## config.mk

```make
export PLATFORM = sky130hd
export DESIGN_NAME = id_ex_stage
export DESIGN_NICKNAME = d
export VERILOG_FILES = /design/src/rtl/riscv_pkg.sv /design/src/rtl/forward_unit.sv /design/src/rtl/id_ex_stage.sv
export SDC_FILE = /design/constraint.sdc
export NUM_CORES = 1
export LEC_CHECK = 0
export ABC_AREA = 0
export BUFFER_PORTS_ARGS = -buffer_cell sky130_fd_sc_hd__buf_2
export CAP_MARGIN = 20
export CORE_AREA = 2 2 151 153
export DETAILED_ROUTE_END_ITERATION = 8
export DIE_AREA = 0 0 153 155
export HOLD_SLACK_MARGIN = 0.05
export PLACE_DENSITY = 0.73
export SKIP_LAST_GASP = 1
export SLEW_MARGIN = 20
export SYNTH_ARGS = -nofsm -noshare
export SYNTH_HDL_FRONTEND = slang
export SYNTH_SLANG_ARGS = --single-unit
```

## constraint.sdc

```tcl
create_clock -name clk -period 4.6 [get_ports clk]
set_input_delay 0.23 -clock clk [delete_from_list [all_inputs] [get_ports clk]]
set_output_delay 0.23 -clock clk [all_outputs]
set_load 0.01 [all_outputs]
```

## src/rtl/riscv_pkg.sv

```systemverilog
// Shared RISC-V pipeline definitions: datapath widths, ALU opcodes and
// forwarding-source select used by the ID/EX stage.
package riscv_pkg;

  localparam int XLEN = 32;
  localparam int REGW = 5;

  localparam logic [3:0] ALU_ADD   = 4'h0;
  localparam logic [3:0] ALU_SUB   = 4'h1;
  localparam logic [3:0] ALU_AND   = 4'h2;
  localparam logic [3:0] ALU_OR    = 4'h3;
  localparam logic [3:0] ALU_XOR   = 4'h4;
  localparam logic [3:0] ALU_SLL   = 4'h5;
  localparam logic [3:0] ALU_SRL   = 4'h6;
  localparam logic [3:0] ALU_SRA   = 4'h7;
  localparam logic [3:0] ALU_SLT   = 4'h8;
  localparam logic [3:0] ALU_SLTU  = 4'h9;
  localparam logic [3:0] ALU_LUI   = 4'hA;
  localparam logic [3:0] ALU_AUIPC = 4'hB;

  typedef enum logic [1:0] {
    FWD_RF  = 2'd0,
    FWD_MEM = 2'd1,
    FWD_WB  = 2'd2
  } fwd_sel_e;

endpackage

```

## src/rtl/forward_unit.sv

```systemverilog
// Operand-forward source selection for one source register.
// EX/MEM is the younger result and therefore wins over MEM/WB; x0 never forwards.
module forward_unit #(
  parameter int REGW = riscv_pkg::REGW
) (
  input  logic [REGW-1:0]    rs,
  input  logic [REGW-1:0]    exmem_rd,
  input  logic               exmem_reg_write,
  input  logic [REGW-1:0]    memwb_rd,
  input  logic               memwb_reg_write,
  output riscv_pkg::fwd_sel_e sel
);
  import riscv_pkg::*;

  always_comb begin
    sel = FWD_RF;
    if (exmem_reg_write && (exmem_rd != '0) && (exmem_rd == rs)) begin
      sel = FWD_MEM;
    end else if (memwb_reg_write && (memwb_rd != '0) && (memwb_rd == rs)) begin
      sel = FWD_WB;
    end
  end

endmodule

```

## src/rtl/id_ex_stage.sv

```systemverilog
// ID/EX pipeline register with operand forwarding, load-use bubble insertion,
// downstream hold and branch flush. Feeds the ALU operands one cycle after ID.
module id_ex_stage #(
  parameter int XLEN = riscv_pkg::XLEN,
  parameter int REGW = riscv_pkg::REGW,
  parameter int CNTW = 16
) (
  input  logic            clk,
  input  logic            rst,
  input  logic            id_valid,
  input  logic [XLEN-1:0] id_pc,
  input  logic [REGW-1:0] id_rs1,
  input  logic [REGW-1:0] id_rs2,
  input  logic [REGW-1:0] id_rd,
  input  logic [XLEN-1:0] id_rs1_val,
  input  logic [XLEN-1:0] id_rs2_val,
  input  logic [XLEN-1:0] id_imm,
  input  logic [3:0]      id_alu_ctrl,
  input  logic            id_use_imm,
  input  logic            id_reg_write,
  input  logic            id_mem_read,
  input  logic            id_mem_write,
  input  logic [REGW-1:0] exmem_rd,
  input  logic            exmem_reg_write,
  input  logic [XLEN-1:0] exmem_result,
  input  logic [REGW-1:0] memwb_rd,
  input  logic            memwb_reg_write,
  input  logic [XLEN-1:0] memwb_result,
  input  logic            flush,
  input  logic            hold,
  output logic [XLEN-1:0] alu_in1,
  output logic [XLEN-1:0] alu_in2,
  output logic [3:0]      alu_ctrl,
  output logic [XLEN-1:0] alu_pc,
  output logic            ex_valid,
  output logic            ex_reg_write,
  output logic            ex_mem_read,
  output logic            ex_mem_write,
  output logic [REGW-1:0] ex_rd,
  output logic [XLEN-1:0] ex_store_data,
  output logic            id_stall,
  output logic [CNTW-1:0] bubble_count
);
  import riscv_pkg::*;

  function automatic logic [CNTW-1:0] sat_inc(input logic [CNTW-1:0] c);
    return (&c) ? c : c + 1'b1;
  endfunction

  logic            vld_p1;
  logic            reg_write_p1;
  logic            mem_read_p1;
  logic            mem_write_p1;
  logic            use_imm_p1;
  logic [XLEN-1:0] pc_p1;
  logic [REGW-1:0] rs1_p1;
  logic [REGW-1:0] rs2_p1;
  logic [REGW-1:0] rd_p1;
  logic [XLEN-1:0] rs1_val_p1;
  logic [XLEN-1:0] rs2_val_p1;
  logic [XLEN-1:0] imm_p1;
  logic [3:0]      ctrl_p1;
  logic [CNTW-1:0] bubble_cnt;

  logic            load_use;
  fwd_sel_e        sel_rs1;
  fwd_sel_e        sel_rs2;
  logic [XLEN-1:0] rs1_fwd;
  logic [XLEN-1:0] rs2_fwd;

  // A load in EX cannot supply its data until MEM, so a dependent ID instruction must wait.
  assign load_use = vld_p1 && mem_read_p1 && (rd_p1 != '0) && id_valid &&
                    ((rd_p1 == id_rs1) || ((rd_p1 == id_rs2) && !id_use_imm));

  assign id_stall = !rst && ((load_use && !flush) || hold);

  // ---- ID -> EX register boundary ----
  always_ff @(posedge clk or posedge rst) begin
    if (rst) begin
      vld_p1       <= 1'b0;
      reg_write_p1 <= 1'b0;
      mem_read_p1  <= 1'b0;
      mem_write_p1 <= 1'b0;
      use_imm_p1   <= 1'b0;
      pc_p1        <= '0;
      rs1_p1       <= '0;
      rs2_p1       <= '0;
      rd_p1        <= '0;
      rs1_val_p1   <= '0;
      rs2_val_p1   <= '0;
      imm_p1       <= '0;
      ctrl_p1      <= ALU_ADD;
      bubble_cnt   <= '0;
    end else if (flush) begin
      vld_p1       <= 1'b0;
      reg_write_p1 <= 1'b0;
      mem_read_p1  <= 1'b0;
      mem_write_p1 <= 1'b0;
    end else if (hold) begin
      vld_p1       <= vld_p1;
    end else if (load_use) begin
      vld_p1       <= 1'b0;
      reg_write_p1 <= 1'b0;
      mem_read_p1  <= 1'b0;
      mem_write_p1 <= 1'b0;
      bubble_cnt   <= sat_inc(bubble_cnt);
    end else begin
      vld_p1       <= id_valid;
      reg_write_p1 <= id_reg_write;
      mem_read_p1  <= id_mem_read;
      mem_write_p1 <= id_mem_write;
      use_imm_p1   <= id_use_imm;
      pc_p1        <= id_pc;
      rs1_p1       <= id_rs1;
      rs2_p1       <= id_rs2;
      rd_p1        <= id_rd;
      rs1_val_p1   <= id_rs1_val;
      rs2_val_p1   <= id_rs2_val;
      imm_p1       <= id_imm;
      ctrl_p1      <= id_alu_ctrl;
    end
  end

  forward_unit #(.REGW(REGW)) u_fwd_rs1 (
    .rs              (rs1_p1),
    .exmem_rd        (exmem_rd),
    .exmem_reg_write (exmem_reg_write),
    .memwb_rd        (memwb_rd),
    .memwb_reg_write (memwb_reg_write),
    .sel             (sel_rs1)
  );

  forward_unit #(.REGW(REGW)) u_fwd_rs2 (
    .rs              (rs2_p1),
    .exmem_rd        (exmem_rd),
    .exmem_reg_write (exmem_reg_write),
    .memwb_rd        (memwb_rd),
    .memwb_reg_write (memwb_reg_write),
    .sel             (sel_rs2)
  );

  always_comb begin
    rs1_fwd = rs1_val_p1;
    case (sel_rs1)
      FWD_MEM: rs1_fwd = exmem_result;
      FWD_WB:  rs1_fwd = memwb_result;
      default: rs1_fwd = rs1_val_p1;
    endcase
  end

  always_comb begin
    rs2_fwd = rs2_val_p1;
    case (sel_rs2)
      FWD_MEM: rs2_fwd = exmem_result;
      FWD_WB:  rs2_fwd = memwb_result;
      default: rs2_fwd = rs2_val_p1;
    endcase
  end

  assign alu_in1       = rs1_fwd;
  assign alu_in2       = use_imm_p1 ? imm_p1 : rs2_fwd;
  assign ex_store_data = rs2_fwd;
  assign alu_ctrl      = ctrl_p1;
  assign alu_pc        = pc_p1;
  assign ex_rd         = rd_p1;
  assign ex_valid      = vld_p1;
  assign ex_reg_write  = vld_p1 && reg_write_p1;
  assign ex_mem_read   = vld_p1 && mem_read_p1;
  assign ex_mem_write  = vld_p1 && mem_write_p1;
  assign bubble_count  = bubble_cnt;

endmodule

```

# After elaboration in Yosys (flattened, before gate mapping)

Cells that the tools add are included.

Add/sub/neg operators: 1
Multipliers: 0
Div/mod/pow operators: 0
$lt $le $gt $ge: 0
Equality and inequality tests: 11
Shift operators: 0
Mux-type cells: 19
Bitwise logic cells: 4
Reduce and logical (&&, ||, !) cells: 26

Operators with widths:

| kind                    | count |
|---|---|
| $pmux W32 S2            | 2 |
| $mux W32                | 1 |
| $eq A5 B5 Y1            | 6 |
| $add A16 B1 Y16 const B | 1 |
| $reduce_and A16 Y1      | 1 |
| $logic_and A1 B1 Y1     | 15 |
| $reduce_bool A5 Y1      | 3 |
| $mux W1                 | 12 |
| $mux W2                 | 4 |
| $eq A2 B1 Y1 const B    | 2 |
| $eq A2 B2 Y1 const B    | 2 |
| $not A1 Y1              | 4 |
| $reduce_and A4 Y1       | 1 |
| $logic_not A1 Y1        | 3 |
| $reduce_and A3 Y1       | 1 |
| $logic_or A1 B1 Y1      | 2 |
| $ne A2 B2 Y1 const B    | 1 |

Register bits: 168
Latch bits: 0
Memory bits (writable): 0
Bits in read-only memories: 0
Input bits: 232
Memories: 0

# Logic depth before layout (Yosys ltp)

Gate-level depths: netlist of the first run.

Depth in word-level cells: 8
Mapped depth: 8

# By module

From an unflattened synthesis of the first run, not the netlist that was laid out.

Cell total of the unflattened synthesis: 723
Area total of the unflattened synthesis: 8906.0 µm²

Modules (own cells, without submodules):

| module       | times used | cells each | area each (µm²) |
|---|---|---|---|
| id_ex_stage  | 1          | 683        | 8603.3 |
| forward_unit | 2          | 20         | 151.4 |

# Worst setup path after synthesis of the first run

No wires, ideal clock.

Kind: register -> output
Start point: reg rs2_p1[3]
End point: out alu_in2[1]
Arrival: 1.924 ns
Data required time: 4.370 ns
Setup slack: 2.446 ns
Stages on the path, launching flop included: 8
Buffers on the path: 2
Cells stage by stage: dfrtp_1 > xnor2_1 > nand3_1 > or4_1 > buf_4 > buf_4 > a31oi_1 > mux2_2

Longest elaborated chain between the ends: 7

Ends and longest elaborated chain:

| what                                                | line               | source |
|---|---|---|
| start: declaration                                  | id_ex_stage.sv:57  | `logic [REGW-1:0] rs2_p1;` |
| start signal: assignment                            | id_ex_stage.sv:115 | `rs2_p1 <= id_rs2;` |
| $eq A5 B5 Y1                                        | forward_unit.sv:19 | `end else if (memwb_reg_write && (memwb_rd != '0) && (memwb_rd == rs)) begin` |
| $logic_and A1 B1 Y1                                 | forward_unit.sv:19 |  |
| $mux W2                                             | forward_unit.sv:19 |  |
| $mux W2 (*)                                         | forward_unit.sv:17 | `if (exmem_reg_write && (exmem_rd != '0) && (exmem_rd == rs)) begin` |
| $eq A2 B2 Y1 / $eq A2 B1 Y1 (equally long branches) | id_ex_stage.sv:153 | `case (sel_rs2)` |
| $pmux W32 S2 (*)                                    | id_ex_stage.sv:153 |  |
| net ex_store_data[1]                                | id_ex_stage.sv:40  | `output logic [XLEN-1:0] ex_store_data,` |
| $mux W32 (*)                                        | id_ex_stage.sv:161 | `assign alu_in2 = use_imm_p1 ? imm_p1 : rs2_fwd;` |
| end: declaration                                    | id_ex_stage.sv:32  | `output logic [XLEN-1:0] alu_in2,` |

Mark *: on every way through the listed nets, which the timed path passes. The rest lies on a longest branch.

# Worst setup path after layout of the first run

Start point: reg rs2_p1[4]
End point: out alu_in2[4]

Longest elaborated chain between the ends: 7

Ends and longest elaborated chain:

| what                                                | line |
|---|---|
| $eq A5 B5 Y1                                        | forward_unit.sv:19 |
| $logic_and A1 B1 Y1                                 | forward_unit.sv:19 |
| $mux W2                                             | forward_unit.sv:19 |
| $mux W2 (*)                                         | forward_unit.sv:17 |
| $eq A2 B2 Y1 / $eq A2 B1 Y1 (equally long branches) | id_ex_stage.sv:153 |
| $pmux W32 S2 (*)                                    | id_ex_stage.sv:153 |
| $mux W32 (*)                                        | id_ex_stage.sv:161 |

Every way passes the cells marked *; elsewhere a longest branch is shown, timed or not.

==> reports/qor.txt, run 1 <==
vias in the first global route = 8183
number of core rows = 55
# IOs = 390
clock network power share = 0.319
Worst VDD drop = 220 uV
post-synth top area cell = dfrtp_1
post-synth net total = 968
cells after synthesis = 735
Core Area = 0.0222 sq mm
final core occ = 0.586
Max-Cap Viols = 0
Max FO, Critical Path = 34
clock tree buffer depth = 2
leakage power = 6.36 nW
PortBufs = 389
number of synthesis warnings = 0
cell internal pwr = 3.16 mW
Cell Area, Synth = 0.00899 sq mm
multi-input logic area = 0.00445 sq mm
grt total ovfl = 0
final setup fails = 0
Total Routing Usage GR = 0.241
Synth Area per Inst = 12.2 sq um
TritonRoute pass-1 iters = 5
FMAX = 0.287 GHz
Gate power share = 0.276
period utilization = 0.757
antenna violations before repair = 1
n_diodes = 0
Crit Reg-Reg Startpoint = ex_rd[1]
top cell type's share of synthesized area = 0.468
Root Driver = clkbuf_16
part of the power in registers = 0.405
Top FF cell, synth = dfrtp_1
DRC = 0
Nets = 1477
global-route wire length before repair = 45000 um
H-tree depth = 4
CTS clk-pin slew, worst paths = 0.07 ns
RSZ-0062 raised after global routing = no
run status = complete, no violations
post-cts resize count = 0
Starting Density = 0.405
Tmin final = 3.48 ns
gp weighted congestion = 0.825
WL per Instance = 18.9 um
CP Launch Point = rs2_p1[4]
Post-DP Area = 0.0111 sq mm
Final Max Slew Viols = 0
endpoints failing hold = 0
Routed WL = 29100 um
cts hold-fix bufs = 137
CTS tree = done
CTS Buf Count = 17
Post-synth top cells = dfrtp_1, nand2_1, mux2_4
hold path start = id_rs1[0]
ys async rst share = 1.00
die area = 0.0237 sq mm
postcts setup bufs = 0
skew final = 0.0132 ns
Layout area overhead = 44.9%
CP required = 4.37 ns
ANT nets after route = 0
Sw Ratio = 0.300
die height = 155 um
critical path class = reg2out
count of cell types in the netlist = 36
largest net degree at the start of global routing = 95
Least-Margin Pin Slew = 0.975 ns
Die Wd = 153 um
top cells by area, synth = dfrtp_1, mux2_4, mux2_2
arrival time at the worst endpoint = 3.25 ns
Psw = 1.36 mW
type of the worst min-delay path = in2reg
area occupied by registers = 0.00421 sq mm
Post-synth EDFFs = 0
layout cells sized above 1 = 0.481
Post-DP HPWL = 20100 um
DR iter-0 viols = 384
fillcell total = 1819
Clk Latency, worst-skew pair = 0.42 ns
synthesis-stage register bit count = 168
DR vias = 7809
Vias/cell = 5.07
most common cell in the netlist = dfrtp_1
Num Clock Sinks = 168
Seq/Total Area, Yosys = 0.468
Startpoint Class = register
Worst setup EP type = output port
Rel. slew slack = 0.350
Power Dens Cells = 346 mW/mm^2
Total Neg Setup Slack = 0 ns
post-route cell area = 0.0130 sq mm
==> area by class of cell <==
class                   instances  share of cell area
multi-input cells             518               0.341
inverters                       3             0.00115
flip-flops and latches        168               0.323
repair buffers                536               0.262
well taps                     285              0.0274
clock inverters                12              0.0104
clock buffers                  19              0.0348
==> final timing paths <==
check,endpoint,slack (ns),cells past startpoint
max,alu_in2[4],1.12,8
min,rs1_p1[0],0.08,2
max reg2reg,rs1_val_p1[31],1.54,7
min reg2reg,imm_p1[0],0.49,1
max in group asynchronous,rs2_val_p1[6],2.91,5
min in group asynchronous,rs2_p1[1],0.54,4
==> worst max-delay path, stage by stage, from the launching register on <==
cell,delay [ns]
dfrtp_1,0.43
xnor2_1,0.15
nand3_1,0.08
or4_2,1.03
buf_4,0.40
nor2_1,0.17
a31oi_1,0.09
mux2_2,0.29
buf_2,0.14
==> power by group through the flow <==
stage / logic (mW) / registers (mW) / clock network [mW]
after floorplan: 0.698 / 1.81 / 0
after global placement: 1.13 / 1.84 / 0
after detailed placement: 1.14 / 1.85 / 0
after CTS: 1.24 / 1.82 / 1.48
after global routing: 1.34 / 1.85 / 1.54
final: 1.25 / 1.83 / 1.44
==> cell families after synthesis <==
family,Yosys count,share of synthesized area
muxes,213,0.304
and+or+nand+nor,185,0.0910
DFF,168,0.468
AOI/OAI and AO/OA,74,0.0505
buffers and inverters,49,0.0417
xor gates and xnor gates,45,0.0438
adders and majority gates,1,0.00139
==> routing by layer <==
metal  wire length, um  GRT usage
met2             14900      0.429
met1             11800      0.293
met3              1750     0.0496
met4               616     0.0780
met5                13          0
==> sequential cells by signal, indices dropped and copies added, names as in the netlist, 4 cells and up <==
name and count:
ex_rd 5, alu_pc 32, rs2_val_p1 32, rs1_val_p1 32, rs1_p1 5, rs2_p1 5, imm_p1 32, bubble_count 16
alu_ctrl 4
==> placed cells by master, fill, tap and decap left out, types with 32 or more instances in the layout <==
master,netlist,layout
mux2i_1,32,32
nand2_1,104,104
mux2_4,100,100
buf_2,9,389
nor2_1,37,37
xnor2_1,32,32
mux2_2,61,61
dfrtp_1,168,167
o21ai_0,32,32
dlygate4sd3_1,0,137
==> metrics by stage <==
stage / power (mW) / setup WS (ns) / hold WS (ns) / std cells
2_1_floorplan: 2.51 / 2.23 / 0.293 / 735
3_3_place_gp: 2.97 / 1.65 / 0.442 / 1373
3_5_place_dp: 2.99 / 1.56 / 0.448 / 1373
4_1_cts: 4.54 / 1.15 / 0.0521 / 1541
5_1_grt: 4.73 / 0.949 / 0.0540 / 1541
6_report: 4.51 / 1.12 / 0.0750 / 1541
No activity file was read; power rests on OpenSTA's default activity.
==> inputs of run 2 (changes only) <==
--- a/config.mk
+++ b/config.mk
@@ -8,11 +8,11 @@
 export ABC_AREA = 0
 export BUFFER_PORTS_ARGS = -buffer_cell sky130_fd_sc_hd__buf_2
 export CAP_MARGIN = 20
-export CORE_AREA = 2 2 151 153
+export CORE_AREA = 2 2 153 155
 export DETAILED_ROUTE_END_ITERATION = 8
-export DIE_AREA = 0 0 153 155
+export DIE_AREA = 0 0 155 157
 export HOLD_SLACK_MARGIN = 0.05
-export PLACE_DENSITY = 0.73
+export PLACE_DENSITY = 0.69
 export SKIP_LAST_GASP = 1
 export SLEW_MARGIN = 20
 export SYNTH_ARGS = -nofsm -noshare
==> constraint.sdc (replaced) <==
create_clock -name clk -period 3.4 [get_ports clk]
set_input_delay 0.17 -clock clk [delete_from_list [all_inputs] [get_ports clk]]
set_output_delay 0.17 -clock clk [all_outputs]
set_load 0.01 [all_outputs]
==> run 2 against run 1 <==
Sequential cell count is the same. Largest power group unchanged. Wire length shrank 0.99%. Clock power grew 40%. Clock skew decreased by 0.0045 ns. Critical path depth did not move. Via count increased by 0.10%. Power increased by 37%. Critical endpoint is now alu_in2[28]. Non-clock buffer count grew 19. Final area is 1.9% higher. Count of clock-buffer cells in the layout decreased by 1. Register-to-register slack worse by 0.78 ns. Largest cell class unchanged.
==> reports/qor.txt, run 2 (same netlist as run 1, synthesis figures left out) <==
number of core rows = 55 (unchanged)
endpoints failing hold = 0 (unchanged)
WL per Instance = 18.4 um (-2.4%)
Num Clock Sinks = 168 (unchanged)
Layout area overhead = 47.7%
Total Routing Usage GR = 0.229 (-0.0117)
Max FO, Critical Path = 31 (-8.8%)
Starting Density = 0.400 (-0.00495)
Total Neg Setup Slack = 0 ns (unchanged)
Core Area = 0.0225 sq mm (+1.2%)
cell total after placement = 1375 (+0.15%)
DR iter-0 viols = 386 (+0.52%)
final core occ = 0.590 (+0.00378)
Post-Layout Cell Count = 1564 (+1.5%)
Least-Margin Pin Slew = 0.943 ns (-0.0321 ns)
vias in the first global route = 8129 (-0.66%)
skew final = 0.00865 ns (-0.00452 ns)
Power Dens Cells = 465 mW/mm^2 (+34%)
DRC = 0 (unchanged)
Routed WL = 28800 um (-0.99%)
critical path class = reg2out
period utilization = 0.872
postcts setup bufs = 0 (unchanged)
Max-Cap Viols = 0 (unchanged)
gp weighted congestion = 0.851 (+3.1%)
Worst VDD drop = 284 uV (+29%)
clock tree buffer depth = 2 (unchanged)
layout cells sized above 1 = 0.474 (-0.00679)
CP required = 3.23 ns (-1.14 ns)
grt total ovfl = 0 (unchanged)
run status = complete, no violations
Rel. slew slack = 0.371 (+0.0214)
die height = 157 um (+1.3%)
Worst setup EP type = output port
CTS Buf Count = 17 (unchanged)
arrival time at the worst endpoint = 2.80 ns (-0.45 ns)
final setup fails = 0 (unchanged)
Clk Latency, worst-skew pair = 0.42 ns (about the same)
Startpoint Class = register
DR vias = 7817 (+0.10%)
Die Wd = 155 um (+1.3%)
commonest non-fill, non-tap cell in the layout = buf_2
highest-count cells in the layout ignoring fill and taps = buf_2, dfrtp_1, dlygate4sd3_1
Final Max Slew Viols = 0 (unchanged)
PortBufs = 389 (unchanged)
CTS tree = done
type of the worst min-delay path = in2reg
die area = 0.0243 sq mm (+2.6%)
largest net degree at the start of global routing = 98 (+3.2%)
# IOs = 390 (unchanged)
Vias/cell = 5.00 (-1.4%)
Root Driver = clkbuf_16
CTS clk-pin slew, worst paths = 0.07 ns (about the same)
global-route wire length before repair = 43500 um (-3.3%)
antenna violations before repair = 6 (+5)
Post-DP HPWL = 19600 um (-2.7%)
leakage power = 6.45 nW (+1.4%)
RSZ-0062 raised after global routing = no
H-tree depth = 4 (unchanged)
Tmin final = 2.97 ns
Nets = 1496 (+1.3%)
ANT nets after route = 0 (unchanged)
fillcell total = 1830 (+0.60%)
TritonRoute pass-1 iters = 5 (unchanged)
FMAX = 0.337 GHz
-- run 2: cell count changes in the layout (fill, tap and decap cells not counted), sizes merged, moves of 2 or more --
| cell | previous run | this run |
|---|---|---|
| diode | 0 | 5 |
| bufinv | 1 | 3 |
| buf | 399 | 401 |
| dlygate4sd3 | 137 | 154 |
| clkinvlp | 2 | 6 |
| inv | 9 | 6 |
| clkinv | 3 | 0 |
-- run 2: per-layer routing --
| metal | GRT usage | wire [um] | vias up | part of all wire |
|---|---|---|---|---|
| met5 | 0 | 13 | - | 0.00045 |
| met4 | 0.0935 | 769 | 2 | 0.027 |
| met3 | 0.0567 | 2040 | 47 | 0.071 |
| met2 | 0.399 | 14300 | 326 | 0.49 |
| met1 | 0.272 | 11800 | 3801 | 0.41 |
| li1 | - | - | 3641 | - |
-- run 2: path summary, 6_finish.rpt --
path                            startpoint        endpoint  slack (ns)  cells after the start
worst max-delay path             rs2_p1[1]     alu_in2[28]        0.43                      8
worst min-delay path                  hold        ex_valid        0.09                      3
worst max register to register    ex_rd[3]       imm_p1[1]        0.76                      7
worst min register to register  imm_p1[11]      imm_p1[11]        0.49                      1
max in group asynchronous              rst  rs1_val_p1[24]        2.15                      4
min in group asynchronous              rst        ex_valid        0.43                      4
-- run 2: worst max-delay path: stages (launching register included) --
cell and delay (ns):
dfrtp_1 0.42, xor2_1 0.16, nor3_1 0.30, and3_1 0.25, buf_4 0.38, nand2_1 0.10, a31oi_1 0.39, mux2_2 0.24
buf_2 0.12
-- run 2: metrics by stage --
| stage | hold slack [ns] | cell area [sq um] | setup slack (ns) | total power [mW] |
|---|---|---|---|---|
| global route | 0.0888 | 13300 | 0.317 | 6.47 |
| CTS | 0.0565 | 13300 | 0.113 | 6.22 |
| global placement | 0.381 | 11100 | 0.606 | 4.00 |
| finish | 0.0881 | 13300 | 0.434 | 6.18 |
| floorplan | 0.233 | 9000 | 1.09 | 3.40 |
| detailed placement | 0.387 | 11100 | 0.586 | 4.03 |
-- run 2: cell type report --
cell class	instances	area (sq um)	share of cell area
diodes	5	12.5	0.000942
well taps	285	357	0.0269
inverters	3	15.0	0.00113
flip-flops and latches	168	4210	0.317
multi-input cells	518	4450	0.335
clock inverters	12	168	0.0126
clock buffers	18	429	0.0323
repair buffers	555	3640	0.274
-- run 2: power breakdown --
| part | internal, mW | leakage [nW] | switching [mW] | total [mW] |
|---|---|---|---|---|
| clock network | 1.16 | 0.275 | 0.849 | 2.01 |
| logic | 0.950 | 4.16 | 0.748 | 1.70 |
| registers | 2.26 | 2.01 | 0.203 | 2.46 |
| total | 4.38 | 6.45 | 1.80 | 6.18 |
-- run 2: what timing repair did --
action	in CTS	in global routing
hold buffers	154	0
resized for setup	0	1
endpoints found under the setup margin	0	8
hold endpoints to repair	249	0
==> inputs of run 3 (changes only) <==
--- a/config.mk
+++ b/config.mk
@@ -8,11 +8,11 @@
 export ABC_AREA = 0
 export BUFFER_PORTS_ARGS = -buffer_cell sky130_fd_sc_hd__buf_2
 export CAP_MARGIN = 20
-export CORE_AREA = 2 2 153 155
+export CORE_AREA = 2 2 150 152
 export DETAILED_ROUTE_END_ITERATION = 8
-export DIE_AREA = 0 0 155 157
+export DIE_AREA = 0 0 152 154
 export HOLD_SLACK_MARGIN = 0.05
-export PLACE_DENSITY = 0.69
+export PLACE_DENSITY = 0.71
 export SKIP_LAST_GASP = 1
 export SLEW_MARGIN = 20
 export SYNTH_ARGS = -nofsm -noshare
==> constraint.sdc (replaced) <==
create_clock -name clk -period 3.65 [get_ports clk]
set_input_delay 0.1825 -clock clk [delete_from_list [all_inputs] [get_ports clk]]
set_output_delay 0.1825 -clock clk [all_outputs]
set_load 0.01 [all_outputs]
==> run 3 against run 2 <==
Count of clock-buffer cells in the layout increased by 1. Combinational power shrank 6%. Global-route usage rose by 1.7 points. Wire length grew 2.2%. Largest power group unchanged. Critical path type unchanged. Clock power decreased by 7%. Largest cell class unchanged. Hold slack better by 0.010 ns.
==> reports/qor.txt, run 3 (same netlist as run 1, synthesis figures left out) <==
Max FO, Critical Path = 64 (+110%)
WL per Instance = 18.9 um (+2.7%)
cts hold-fix bufs = 153 (-0.65%)
FMAX = 0.330 GHz
DRC = 0 (unchanged)
commonest non-fill, non-tap cell in the layout = buf_2
part of the power in registers = 0.399 (about the same)
Psw = 1.72 mW (-4.4%)
clock tree buffer depth = 2 (unchanged)
leakage power = 6.47 nW (+0.25%)
Total Neg Setup Slack = 0 ns (unchanged)
type of the worst min-delay path = in2reg
global-route wire length before repair = 45800 um (+5.3%)
cell total after placement = 1371 (-0.29%)
period utilization = 0.831
Routed WL = 29500 um (+2.2%)
number of core rows = 54 (-1.8%)
ANT nets after route = 0 (unchanged)
# IOs = 390 (unchanged)
slowest library cell on the worst path = or4_2
Gate power share = 0.276 (about the same)
layout cells sized above 1 = 0.476 (+0.00161)
Worst setup EP type = output port
Post-Layout Cell Count = 1557 (-0.45%)
Max-Cap Viols = 0 (unchanged)
delay-heaviest family, CP = simple AND/OR/NAND/NOR gates
postcts setup bufs = 0 (unchanged)
Layout area overhead = 47.5%
grt total ovfl = 0 (unchanged)
H-tree depth = 4 (unchanged)
gp weighted congestion = 0.845 (-0.69%)
CP required = 3.47 ns (+0.24 ns)
Total Routing Usage GR = 0.247 (+0.0174)
arrival time at the worst endpoint = 2.85 ns (+0.05 ns)
die area = 0.0234 sq mm (-3.8%)
DR iter-0 viols = 469 (+22%)
Startpoint Class = register
vias in the first global route = 8342 (+2.6%)
highest-count cells in the layout ignoring fill and taps = buf_2, dfrtp_1, dlygate4sd3_1
CTS tree = done
CTS clk-pin slew, worst paths = 0.07 ns (about the same)
Starting Density = 0.415 (+0.0150)
Worst VDD drop = 235 uV (-17%)
clock network power share = 0.325 (about the same)
Die Wd = 152 um (-1.9%)
DR vias = 7927 (+1.4%)
TritonRoute pass-1 iters = 4 (-1)
run status = complete, no violations
Root Driver = clkbuf_16
CTS Buf Count = 17 (unchanged)
Clk Latency, worst-skew pair = 0.42 ns (about the same)
Rel. slew slack = 0.337 (-0.0340)
Vias/cell = 5.09 (+1.9%)
post-cts resize count = 0 (unchanged)
final setup fails = 0 (unchanged)
die height = 154 um (-1.9%)
largest net degree at the start of global routing = 94 (-4.1%)
Core Area = 0.0217 sq mm (-3.6%)
Tmin final = 3.03 ns
PortBufs = 389 (unchanged)
Sw Ratio = 0.298 (+0.00691)
Num Clock Sinks = 168 (unchanged)
critical path class = reg2out
antenna violations before repair = 1 (-5)
Post-DP HPWL = 19800 um (+1.0%)
Nets = 1496 (unchanged)
critical path, cell by cell = xnor2_1 > nand3_1 > or4_2 > buf_12 > nor2_1 > a31oi_1 > mux2_2 > buf_2
Final Max Slew Viols = 0 (unchanged)
Power Dens Cells = 435 mW/mm^2 (-6.5%)
RSZ-0062 raised after global routing = no
crit path buf inv count = 2 (unchanged)
cell internal pwr = 4.04 mW (-7.6%)
Max stage delay on crit path = 0.69 ns (+0.27 ns)
Least-Margin Pin Slew = 0.994 ns (+0.0511 ns)
skew final = 0.0124 ns (+0.00376 ns)
endpoints failing hold = 0 (unchanged)
## run 3: final timing paths
path / start / to / slack, ns / depth (start not counted)
max: rs2_p1[3] / alu_in2[31] / 0.62 / 8
min: id_rs2[0] / rs2_p1[0] / 0.1 / 2
max reg2reg: ex_rd[4] / imm_p1[6] / 0.93 / 7
min reg2reg: imm_p1[11] / imm_p1[11] / 0.49 / 1
max in group asynchronous: rst / alu_ctrl[0] / 2.26 / 4
min in group asynchronous: rst / bubble_count[9] / 0.46 / 4
## run 3: stage by stage
step / setup WS (ns) / utilization / total power, mW / cell area (sq um) / hold WS [ns]
floorplan: 1.33 / - / 3.17 / 9000 / 0.246
global placement: 1.03 / 0.513 / 3.72 / 11100 / 0.393
detailed placement: 0.973 / 0.513 / 3.76 / 11100 / 0.389
CTS: 0.630 / 0.611 / 5.79 / 13300 / 0.0787
global route: 0.357 / 0.611 / 6.04 / 13300 / 0.0770
finish: 0.617 / 0.611 / 5.76 / 13300 / 0.0984
## run 3: metal layers
metal,share of wire,global-route usage,vias up
met4,0.016,0.0748,0
met5,0,0,-
met2,0.53,0.446,378
met1,0.39,0.290,3867
met3,0.067,0.0595,35
li1,-,-,3647
## run 3: power by group through the flow
stage | clock (mW) | combinational [mW] | sequential [mW]
6_report | 1.87 | 1.59 | 2.30
4_1_cts | 1.92 | 1.58 | 2.29
3_3_place_gp | 0 | 1.41 | 2.31
2_1_floorplan | 0 | 0.879 | 2.29
3_5_place_dp | 0 | 1.44 | 2.32
5_1_grt | 2.00 | 1.70 | 2.33
## run 3: area by class of cell
class	count	area [sq um]
Sequential cell	168	4210
Antenna cell	1	2.50
Clock inverter	13	158
Multi-Input combinational cell	518	4450
Inverter	3	15.0
Fill cell	1742	8430
Timing Repair Buffer	555	3640
Clock buffer	19	443
Tap cell	280	350
